**config.mk**
```make
export PLATFORM = sky130hd
export DESIGN_NAME = bit_serializer
export DESIGN_NICKNAME = d
export VERILOG_FILES = /design/src/rtl/bit_serializer.sv
export SDC_FILE = /design/constraint.sdc
export NUM_CORES = 1
export LEC_CHECK = 0
export BUFFER_PORTS_ARGS = -buffer_cell sky130_fd_sc_hd__buf_2
export CAP_MARGIN = 10
export CORE_AREA = 3 3 45 47
export DETAILED_ROUTE_END_ITERATION = 8
export DIE_AREA = 0 0 48 50
export PLACE_DENSITY = 0.7
export RECOVER_POWER = 25
export SYNTH_ARGS = -nofsm -noshare
export SYNTH_HDL_FRONTEND = slang
export SYNTH_SLANG_ARGS = --single-unit
```
**constraint.sdc**
```tcl
create_clock -name clock -period 1.55 [get_ports clock]
set_input_delay 0.155 -clock clock [delete_from_list [all_inputs] [get_ports clock]]
set_output_delay 0.155 -clock clock [all_outputs]
set_load 0.01 [all_outputs]
```
**src/rtl/bit_serializer.sv**
```systemverilog
// bit_serializer: loads a WIDTH-bit parallel word and sends it MSB first on x,
// one bit per clock, with x_valid marking real data bits.
// Optional: define BIT_SERIALIZER_PARITY_EN to append one even-parity bit per frame.
// Ports:
//   clock    - single clock, rising edge
//   reset    - synchronous, active-high
//   in_data  - parallel word from upstream (WIDTH bits)
//   in_valid - in_data holds a word to send
//   in_ready - block can accept a word this cycle
//   x        - serial bit stream
//   x_valid  - x carries a real data bit this cycle
//   busy     - a word is in flight
module bit_serializer #(
    parameter int unsigned WIDTH = 8
) (
    input  logic             clock,
    input  logic             reset,
    input  logic [WIDTH-1:0] in_data,
    input  logic             in_valid,
    output logic             in_ready,
    output logic             x,
    output logic             x_valid,
    output logic             busy
);

    localparam int unsigned CW = $clog2(WIDTH);

`ifdef BIT_SERIALIZER_PARITY_EN
    typedef enum logic [1:0] {IDLE = 2'd0, SHIFT = 2'd1, PARITY = 2'd2} state_t;
`else
    typedef enum logic [1:0] {IDLE = 2'd0, SHIFT = 2'd1} state_t;
`endif

    state_t           state;
    state_t           state_n;
    logic [WIDTH-1:0] sr;
    logic [WIDTH-1:0] sr_n;
    logic [CW-1:0]    cnt;
    logic [CW-1:0]    cnt_n;
    logic             accept;
    logic             load;
    logic             in_ready_n;
    logic             x_n;
    logic             x_valid_n;
    logic             busy_n;
`ifdef BIT_SERIALIZER_PARITY_EN
    logic             par;
    logic             par_n;
`endif

    // Next-state and next-output logic; outputs are precomputed so they can be registered.
    always_comb begin
        state_n    = state;
        sr_n       = sr;
        cnt_n      = cnt;
        load       = 1'b0;
        in_ready_n = 1'b0;
        x_n        = 1'b0;
        x_valid_n  = 1'b0;
        busy_n     = 1'b0;
`ifdef BIT_SERIALIZER_PARITY_EN
        par_n      = par;
`endif
        accept     = in_valid && in_ready;

        case (state)
            IDLE: begin
                if (accept) begin
                    load = 1'b1;
                end
            end
            SHIFT: begin
                sr_n = {sr[WIDTH-2:0], 1'b0};
                if (cnt != '0) begin
                    cnt_n = cnt - CW'(1);
                end else begin
`ifdef BIT_SERIALIZER_PARITY_EN
                    state_n = PARITY;
`else
                    // Last data bit: chain straight into the next word if one is taken now.
                    if (accept) begin
                        load = 1'b1;
                    end else begin
                        state_n = IDLE;
                    end
`endif
                end
            end
`ifdef BIT_SERIALIZER_PARITY_EN
            PARITY: begin
                if (accept) begin
                    load = 1'b1;
                end else begin
                    state_n = IDLE;
                end
            end
`endif
            default: begin
                state_n = IDLE;
            end
        endcase

        if (load) begin
            state_n = SHIFT;
            sr_n    = in_data;
            cnt_n   = CW'(WIDTH - 1);
`ifdef BIT_SERIALIZER_PARITY_EN
            par_n   = ^in_data;
`endif
        end

        case (state_n)
            IDLE: begin
                in_ready_n = 1'b1;
            end
            SHIFT: begin
                x_n       = sr_n[WIDTH-1];
                x_valid_n = 1'b1;
                busy_n    = 1'b1;
`ifndef BIT_SERIALIZER_PARITY_EN
                in_ready_n = (cnt_n == '0);
`endif
            end
`ifdef BIT_SERIALIZER_PARITY_EN
            PARITY: begin
                x_n        = par_n;
                x_valid_n  = 1'b1;
                busy_n     = 1'b1;
                in_ready_n = 1'b1;
            end
`endif
            default: begin
                in_ready_n = 1'b0;
            end
        endcase
    end

    // State, datapath and output registers.
    always_ff @(posedge clock) begin
        if (reset) begin
            state    <= IDLE;
            sr       <= '0;
            cnt      <= '0;
            in_ready <= 1'b1;
            x        <= 1'b0;
            x_valid  <= 1'b0;
            busy     <= 1'b0;
`ifdef BIT_SERIALIZER_PARITY_EN
            par      <= 1'b0;
`endif
        end else begin
            state    <= state_n;
            sr       <= sr_n;
            cnt      <= cnt_n;
            in_ready <= in_ready_n;
            x        <= x_n;
            x_valid  <= x_valid_n;
            busy     <= busy_n;
`ifdef BIT_SERIALIZER_PARITY_EN
            par      <= par_n;
`endif
        end
    end

endmodule
```
==> results of run 1 <==
cell type report:
type,count,share of cell area
sequential,16,0.353
inverter,3,0.0124
tap,17,0.0234
multi-input combinational,60,0.434
clock buffer,4,0.0398
timing repair buffer,22,0.137
power groups by stage:
stage	clock network [uW]	logic (uW)	registers, uW
floorplan	0	106	459
global placement	0	158	458
detailed placement	0	160	458
CTS	287	162	450
global route	300	185	454
finish	278	169	451
sequential cells by signal, indices dropped and copies added (netlist names):
signal / flops
x: 1
cnt: 3
in_ready: 1
busy: 1
state: 2
sr: 8
worst min path at each step:
stage / slack [ns] / cells after the start / to
final: 0.10 / 3 / sr[0]
after global routing: 0.13 / 3 / sr[3]
after CTS: 0.1 / 3 / sr[0]
after detailed placement: 0.41 / 3 / sr[0]
after global placement: 0.40 / 3 / sr[0]
after floorplan: 0.23 / 1 / state[0]
timing repair:
| action | CTS | global route |
|---|---|---|
| hold endpoints to repair | 0 | 0 |
| gates resized for setup | 2 | 4 |
| setup endpoints to repair | 1 | 3 |
through the flow:
stage                     setup slack, ns  instances
after floorplan                    0.0449         84
after global placement             0.0252        118
after detailed placement         -0.00374        118
after CTS                          0.0222        122
after global routing              -0.0130        122
final                              0.0601        122
worst register-to-register path: stages (launching register included):
cell     delay (ns)
dfxtp_2        0.35
inv_2          0.04
ha_2           0.19
buf_4          0.14
nor3_2         0.14
a21oi_1        0.06
o31a_1         0.26
o41ai_2        0.22
Yosys cell counts, types with 3 or more instances:
cell type,count
dfxtp_1,16
nand2_1,16
a21oi_1,5
nand3_1,6
nor2_1,5
a31oi_1,6
inv_1,3
routing by layer:
layer / routed length, um / share of wire / GRT usage / up-vias
met5: 0 / 0 / 0 / -
met4: 46 / 0.029 / 0.0807 / 0
met3: 52 / 0.033 / 0.0219 / 5
met2: 738 / 0.47 / 0.189 / 19
met1: 734 / 0.47 / 0.200 / 297
li1: - / - / - / 335
kinds of logic after synthesis:
family          share of synthesized area
simple gates                        0.205
compound gates                      0.212
flops                               0.430
buf+inv                            0.0605
mux                                0.0420
fa+ha+maj                          0.0336
other cells                       0.00504
xor+xnor                           0.0118
==> results.txt, run 1 <==
Critical Path End Type: register
Clock Latency Late Sink: 0.29 ns
FF-to-FF End: in_ready
Power per Cell Area: 987 mW/mm^2
Final wirelength: 1.57 mm
Register area: 322 sq um
Max_cap viols: 0
Design area: 911 sq um
Fillcell total: 159
Post-synth top area cell: dfxtp_1
Power share of the clock group: 0.310
Data required, critical path: 1.74 ns
I/O pin count: 15
Share of cells above drive strength 1: 0.314
Reg power frac: 0.502
Row cnt: 15
TritonCTS buffer count: 3
Largest stage delay, worst path: 0.35 ns
Reg2Reg Setup Slack: 0.06 ns
Hold Buf Count CTS: 0
Die Width: 48 um
Port Buf Inserts: 14
Area after DPL: 862 sq um
Area growth, synth to finish: 22.4%
Worst Path Max Fanout: 3
Async S/R FF share, synth: 0
Area of the multi-input gates: 395 sq um
Fin crit period: 1.49 ns
Worst hold-check path type: input port to register
Total track usage: 0.139
Post-CTS Setup Inserts: 0
Sink Count: 16
Drt via density: 5.38
Synthesized area per cell: 8.86 sq um
Unique masters post-synth: 28
Worst Hold Slack: 0.103 ns
CTS tree: done
Initial antenna violation count: 0
Largest cells by area after synthesis: dfxtp_1 (43%), nand2_1 (8.1%), a31oi_1 (5.0%)
Maximum number of pins on one net before global-route repair: 14
FF-to-FF path depth: 7
Sequential element share of the synthesized area: 0.430
Psw: 241 uW
Hold Fails Final Rpt: 0
Sw Share: 0.268
First-pass GRT wire length: 2.39 mm
Worst Setup EP: in_ready
Post-Synthesis Cells: 84
Worst setup path class: register to register
Vias in the first global route: 569
Data arrival time at the worst-slack endpoint: 1.68 ns
Total Power: 899 uW
Yosys warnings: 0
Post-DP HPWL: 1.08 mm
Die Area: 0.00240 sq mm
Util after Layout: 0.539
Netlist Area Pre-Place: 744 sq um
Top_reg_cell synth: dfxtp_1
Hold_sp: in_data[0]
Starting Density: 0.441
Fin Setup TNS: 0 ns
Max Clock Freq: 671 MHz
H-tree depth: 1
Reg clk slew, reported paths: 0.10 ns
Combinational share of power: 0.188
GRT overflow: 0
Period utilization: 0.961
Origin of the worst setup path: cnt[0]
Synth top area share: 0.430
Max-slew violations: 0
#FFs+latches synth: 16
CP startpoint kind: register
DRT iter0 DRCs: 21
Pint: 658 uW
Most common cell after layout, fill and taps aside: nand2_1
VDD IR max: 0.000680 V
Core area: 0.00169 sq mm
EDFF count, synth: 0
Pleak: 0.000368 uW
Status: finished clean
Syn Nets: 97
RSZ-0062 raised after global routing: true
Worst path buffer plus inverter count: 2
Vias: 656
Setup violators final: 0
Slowest CP cell: dfxtp_2
Critical path depth: 7
Nets: 119
Routability congestion estimate: 0.761
First-pass DRT Iterations: 4
Reg-to-Reg Start: cnt[0]
Most frequent cells in the layout: nand2_1 (16), dfxtp_1 (15), buf_2 (10)
N_diodes: 0
Drt wl/cell: 12.9 um
CTS Root Cell: clkbuf_4
Clock buffer depth: 2
Crit-path leading delay family: compound AO/OA/AOI/OAI gates
DRC viols: 0
Critical path, cell by cell: inv_2 > ha_2 > buf_4 > nor3_2 > a21oi_1 > o31a_1 > o41ai_2
Die height: 50 um
Remaining antenna violation count: 0
Worst-case clock skew: 0.00475 ns
No activity file was read; power rests on OpenSTA's default activity.
==> run 2: changes to the inputs <==
==> constraint.sdc (replaced) <==
create_clock -name clock -period 1.55 [get_ports clock]
set_input_delay 0.155 -clock clock [delete_from_list [all_inputs] [get_ports clock]]
set_output_delay 0.155 -clock clock [all_outputs]
set_load 0.1 [all_outputs]
==> run 2 against run 1 <==
Against the previous run: via count is 4.1% lower; setup slack worse by 0.021 ns; first-iteration DRC count up 9.5%; core utilization is 0.81 points higher; total power up 3.4%; sequential share of layout area is 0.12 points lower; critical path depth unchanged; clock-buffer cell count stayed put; global-route usage is 1.2 points higher; register-to-register slack got worse by 0.02 ns.
==> results.txt, run 2 (same netlist as run 1, synthesis figures left out) <==
Area growth, synth to finish: 24.2%
Worst hold-check path type: input port to register
Inst Count DP: 118 (unchanged)
RSZ-0062 raised after global routing: true
CP startpoint kind: register
Initial antenna violation count: 0 (unchanged)
Drt via density: 5.16 (-4.1%)
Clock buffer depth: 2 (unchanged)
Die height: 50 um (unchanged)
Crit-path leading delay family: compound AO/OA/AOI/OAI gates
Core area: 0.00169 sq mm (unchanged)
Vias: 629 (-4.1%)
Worst Path Max Fanout: 3 (unchanged)
DRT iter0 DRCs: 23 (+9.5%)
Maximum number of pins on one net before global-route repair: 14 (unchanged)
Hold Buf Count CTS: 0 (unchanged)
Vias in the first global route: 619 (+8.8%)
Port Buf Inserts: 14 (unchanged)
Data arrival time at the worst-slack endpoint: 1.69 ns (about the same)
Status: finished clean
Post-CTS Setup Inserts: 0 (unchanged)
Total track usage: 0.151 (+0.0115)
Sw Share: 0.285 (+0.0172)
Reg clk slew, reported paths: 0.09 ns (about the same)
Row cnt: 15 (unchanged)
Worst-case clock skew: 0.00128 ns (-0.00346 ns)
Fillcell total: 153 (-3.8%)
Number of flip-flops in the largest register: 8 (unchanged)
First-pass DRT Iterations: 4 (unchanged)
Share of cells above drive strength 1: 0.352 (+0.0381)
CTS Root Cell: clkbuf_4
Most common cell after layout, fill and taps aside: nand2_1
Critical Path End Type: register
Most frequent cells in the layout: nand2_1 (16), dfxtp_1 (14), buf_2 (11)
TritonCTS buffer count: 3 (unchanged)
Regs by FF count: sr (8), cnt (3), state (2)
Pint: 665 uW (+1.0%)
Setup violators final: 0 (unchanged)
First-pass GRT wire length: 2.65 mm (+11%)
Pleak: 0.000384 uW (+4.3%)
Max Clock Freq: 662 MHz (-1.4%)
Psw: 265 uW (+10%)
Critical path, cell by cell: inv_1 > ha_2 > buf_4 > nor3_2 > a21oi_1 > o31a_1 > o41ai_2
Period utilization: 0.975 (+0.0135)
Layout Cells excl Fill: 122 (unchanged)
Post-DP HPWL: 1.14 mm (+5.5%)
Worst Tran Pin Value: 0.541 ns
Die Width: 48 um (unchanged)
Clock Latency Late Sink: 0.28 ns (about the same)
Worst slew margin: 0.641
CTS tree: done
Largest stage delay, worst path: 0.34 ns (about the same)
Sink Count: 16 (unchanged)
DRC viols: 0 (unchanged)
Drt wl/cell: 12.5 um (-2.6%)
Final wirelength: 1.53 mm (-2.6%)
Power share of the clock group: 0.292 (-0.018)
Data required, critical path: 1.73 ns (about the same)
Die Area: 0.00240 sq mm (unchanged)
Hold Fails Final Rpt: 0 (unchanged)
Max-slew violations: 0 (unchanged)
VDD IR max: 0.000535 V (-21%)
Worst setup path class: register to register
H-tree depth: 1 (unchanged)
Reg power frac: 0.484 (-0.018)
Slowest CP cell: dfxtp_2
Biggest register: sr
Fin Setup TNS: 0 ns (unchanged)
Starting Density: 0.441 (unchanged)
Fin crit period: 1.51 ns (+0.0209 ns)
N_diodes: 0 (unchanged)
Power per Cell Area: 1010 mW/mm^2 (+1.9%)
Remaining antenna violation count: 0 (unchanged)
I/O pin count: 15 (unchanged)
Nets: 119 (unchanged)
Max_cap viols: 0 (unchanged)
Routability congestion estimate: 0.809 (+6.3%)
Combinational share of power: 0.224 (+0.036)
Worst Hold Slack: 0.114 ns (+0.0115 ns)
Worst path buffer plus inverter count: 2 (unchanged)
GRT overflow: 0 (unchanged)
[run 2: cell count changes in the layout (fill, tap and decap cells not counted), sizes merged]
| cell | previous run | this run |
|---|---|---|
| clkbuf | 8 | 7 |
| buf | 18 | 19 |
[run 2: area by class of cell]
class	instances	area [sq um]	area share
sequential	16	325	0.352
tap	17	21.3	0.0230
timing repair buffer	22	143	0.154
multi-input combinational	60	388	0.419
clock buffer	4	36.3	0.0392
inverter	3	11.3	0.0122
[run 2: power groups by stage]
stage | Clock, uW | Sequential, uW | Combinational [uW]
5_1_grt | 313 | 453 | 228
4_1_cts | 285 | 449 | 204
3_3_place_gp | 0 | 458 | 198
2_1_floorplan | 0 | 480 | 115
3_5_place_dp | 0 | 459 | 202
6_report | 272 | 450 | 208
[run 2: what timing repair did]
| item | 4_1_cts | 5_1_grt |
|---|---|---|
| pin swaps | 0 | 0 |
| resized for setup | 1 | 3 |
| setup endpoints to repair | 1 | 4 |
| endpoints found under the hold margin | 0 | 0 |
[run 2: layer usage]
metal | vias up | share of wire | track usage | wire length [um]
met5 | - | 0 | 0 | 0
met4 | 0 | 0.017 | 0.0583 | 26
met3 | 4 | 0.041 | 0.0328 | 63
met2 | 14 | 0.47 | 0.216 | 717
met1 | 281 | 0.47 | 0.214 | 724
li1 | 330 | - | - | -
[run 2: worst min-delay path: cells and delay by family]
family | cells | cell delay, ns
compound gates | 1 | 0.05
buf+inv | 1 | 0.07
simple gates | 1 | 0.08
[run 2: worst paths after layout]
kind                            startpoint        to  slack (ns)  cells past startpoint
worst max register to register      cnt[0]  in_ready        0.04                      7
worst max-delay path                cnt[0]  in_ready        0.04                      7
worst min-delay path            in_data[0]     sr[0]        0.11                      3
worst min register to register       sr[4]     sr[4]        0.47                      2
[run 2: through the flow]
| stage | util | area (sq um) | worst slack (ns) | total power [uW] |
|---|---|---|---|---|
| global placement | 0.520 | 878 | 0.0167 | 657 |
| finish | 0.547 | 925 | 0.0392 | 930 |
| detailed placement | 0.520 | 878 | -0.0302 | 661 |
| floorplan | - | 748 | 0.0388 | 595 |
| CTS | 0.543 | 917 | 0.00392 | 938 |
| global route | 0.547 | 925 | -0.0671 | 994 |
==> run 3: changes to the inputs <==
--- a/config.mk
+++ b/config.mk
@@ -7,11 +7,12 @@
 export LEC_CHECK = 0
 export BUFFER_PORTS_ARGS = -buffer_cell sky130_fd_sc_hd__buf_2
 export CAP_MARGIN = 10
-export CORE_AREA = 3 3 45 47
+export CORE_AREA = 3 3 43 45
 export DETAILED_ROUTE_END_ITERATION = 8
-export DIE_AREA = 0 0 48 50
-export PLACE_DENSITY = 0.7
+export DIE_AREA = 0 0 46 48
+export PLACE_DENSITY = 0.73
 export RECOVER_POWER = 25
+export REMOVE_ABC_BUFFERS = 1
 export SYNTH_ARGS = -nofsm -noshare
 export SYNTH_HDL_FRONTEND = slang
 export SYNTH_SLANG_ARGS = --single-unit
==> constraint.sdc (replaced) <==
create_clock -name clock -period 1.7 [get_ports clock]
set_input_delay 0.17 -clock clock [delete_from_list [all_inputs] [get_ports clock]]
set_output_delay 0.17 -clock clock [all_outputs]
set_load 0.1 [all_outputs]
==> run 3 against run 2 <==
Against the previous run: critical path type unchanged; fmax down 5.8%; register-to-register slack better by 0.06 ns; sequential power down 8.4%; critical endpoint is now x; flip-flop and latch count unchanged; global-route usage down 0.97 points; clock power down 7%.
==> results.txt, run 3 (same netlist as run 1, synthesis figures left out) <==
TritonCTS buffer count: 3 (unchanged)
Biggest register: sr
Pre-CTS setup slack: 0.0569 ns (+0.0872 ns)
VDD IR max: 0.000638 V (+19%)
Total track usage: 0.141 (-0.00972)
Die Width: 46 um (-4.2%)
Max_cap viols: 0 (unchanged)
Drt wl/cell: 12.8 um (+2.3%)
First-pass DRT Iterations: 4 (unchanged)
Worst Path Max Fanout: 9 (+6)
Number of flip-flops in the largest register: 8 (unchanged)
Share of cells above drive strength 1: 0.290 (-0.0624)
Period utilization: 0.944 (-0.0310)
Die height: 48 um (-4.0%)
Clock buffer depth: 2 (unchanged)
Final WS setup: 0.0956 ns (+0.0565 ns)
Hold_sp: in_data[0]
Die Area: 0.00221 sq mm (-8.0%)
CP startpoint kind: register
Worst hold-check path type: input port to register
Regs by FF count: sr (8), cnt (3), state (2)
Clock Latency Late Sink: 0.29 ns (about the same)
Worst-case clock skew: 0.00145 ns (+0.000171 ns)
Worst setup path class: register to register
GRT overflow: 0 (unchanged)
Reg clk slew, reported paths: 0.09 ns (about the same)
Fillcell total: 140 (-8.5%)
Port Buf Inserts: 14 (unchanged)
CTS tree: done
Power per Cell Area: 961 mW/mm^2 (-4.5%)
Setup violators final: 0 (unchanged)
Row cnt: 14 (-1)
Starting Density: 0.494 (+0.0534)
DRT iter0 DRCs: 30 (+30%)
Maximum number of pins on one net before global-route repair: 14 (unchanged)
Core area: 0.00151 sq mm (-11%)
Drt via density: 5.55 (+7.7%)
DRC viols: 0 (unchanged)
Worst Tran Pin Value: 0.542 ns (+0.00152 ns)
Max Clock Freq: 623 MHz (-5.8%)
I/O pin count: 15 (unchanged)
Final wirelength: 1.49 mm (-2.7%)
Pleak: 0.000354 uW (-7.8%)
Vias in the first global route: 508 (-18%)
Max-slew violations: 0 (unchanged)
Hold Buf Count CTS: 0 (unchanged)
Origin of the worst setup path: cnt[0]
Data arrival time at the worst-slack endpoint: 1.79 ns (+0.10 ns)
CTS Root Cell: clkbuf_4
Remaining antenna violation count: 0 (unchanged)
Data required, critical path: 1.89 ns (+0.16 ns)
Critical Path End Type: register
Total Power: 829 uW (-11%)
Worst slew margin: 0.640 (-0.00101)
Initial antenna violation count: 0 (unchanged)
Hold Fails Final Rpt: 0 (unchanged)
Fin Setup TNS: 0 ns (unchanged)
N_diodes: 0 (unchanged)
Nets: 114 (-4.2%)
Most frequent cells in the layout: nand2_1 (16), dfxtp_1 (16), buf_2 (11)
H-tree depth: 1 (unchanged)
Reg-to-Reg Start: cnt[0]
Vias: 644 (+2.4%)
Sink Count: 16 (unchanged)
Status: finished clean
Fin crit period: 1.60 ns (+0.0935 ns)
Area growth, synth to finish: 16.0%
Routability congestion estimate: 0.781 (-3.5%)
First-pass GRT wire length: 2.15 mm (-19%)
Post-DP HPWL: 1.02 mm (-10%)
## run 3: through the flow
stage / util / cell area, sq um / hold slack (ns) / std cells
floorplan: - / 711 / 0.239 / 79
global placement: 0.537 / 808 / 0.416 / 110
detailed placement: 0.537 / 808 / 0.419 / 110
CTS: 0.561 / 845 / 0.121 / 114
global route: 0.573 / 863 / 0.128 / 116
finish: 0.573 / 863 / 0.125 / 116
## run 3: path summary, 6_finish.rpt
check,to,slack (ns),cells past startpoint
max,x,0.1,6
min,sr[0],0.13,3
max reg2reg,x,0.1,6
min reg2reg,sr[6],0.48,2
## run 3: layout make-up
cell class / count / area, sq um / share of cell area
Timing Repair Buffer: 17 / 92.6 / 0.107
Clock buffer: 4 / 36.3 / 0.0420
Multi-Input combinational cell: 60 / 383 / 0.443
Tap cell: 16 / 20.0 / 0.0232
Sequential cell: 16 / 320 / 0.371
Inverter: 3 / 11.3 / 0.0130
## run 3: layer usage
layer | global-route usage | wire, um | up-vias
li1 | - | - | 319
met1 | 0.173 | 619 | 293
met2 | 0.223 | 762 | 30
met3 | 0.0226 | 88 | 2
met4 | 0.102 | 19 | 0
met5 | 0 | 0 | -
## run 3: critical path, cell delays in order, from the launching register on
cell and delay, ns:
dfxtp_1 0.32, inv_1 0.14, ha_2 0.26, nand2b_4 0.09, a211o_2 0.43, mux2i_1 0.21
nor2b_1 0.06
## run 3: report_power, final
group	internal (uW)	switching [uW]
Sequential	396	16.1
Combinational	59.4	103
Clock	131	124
## run 3: repair_timing
item / CTS / global route
setup endpoints to repair: 0 / 8
gates resized for setup: 0 / 2
buffers inserted: 0 / 2
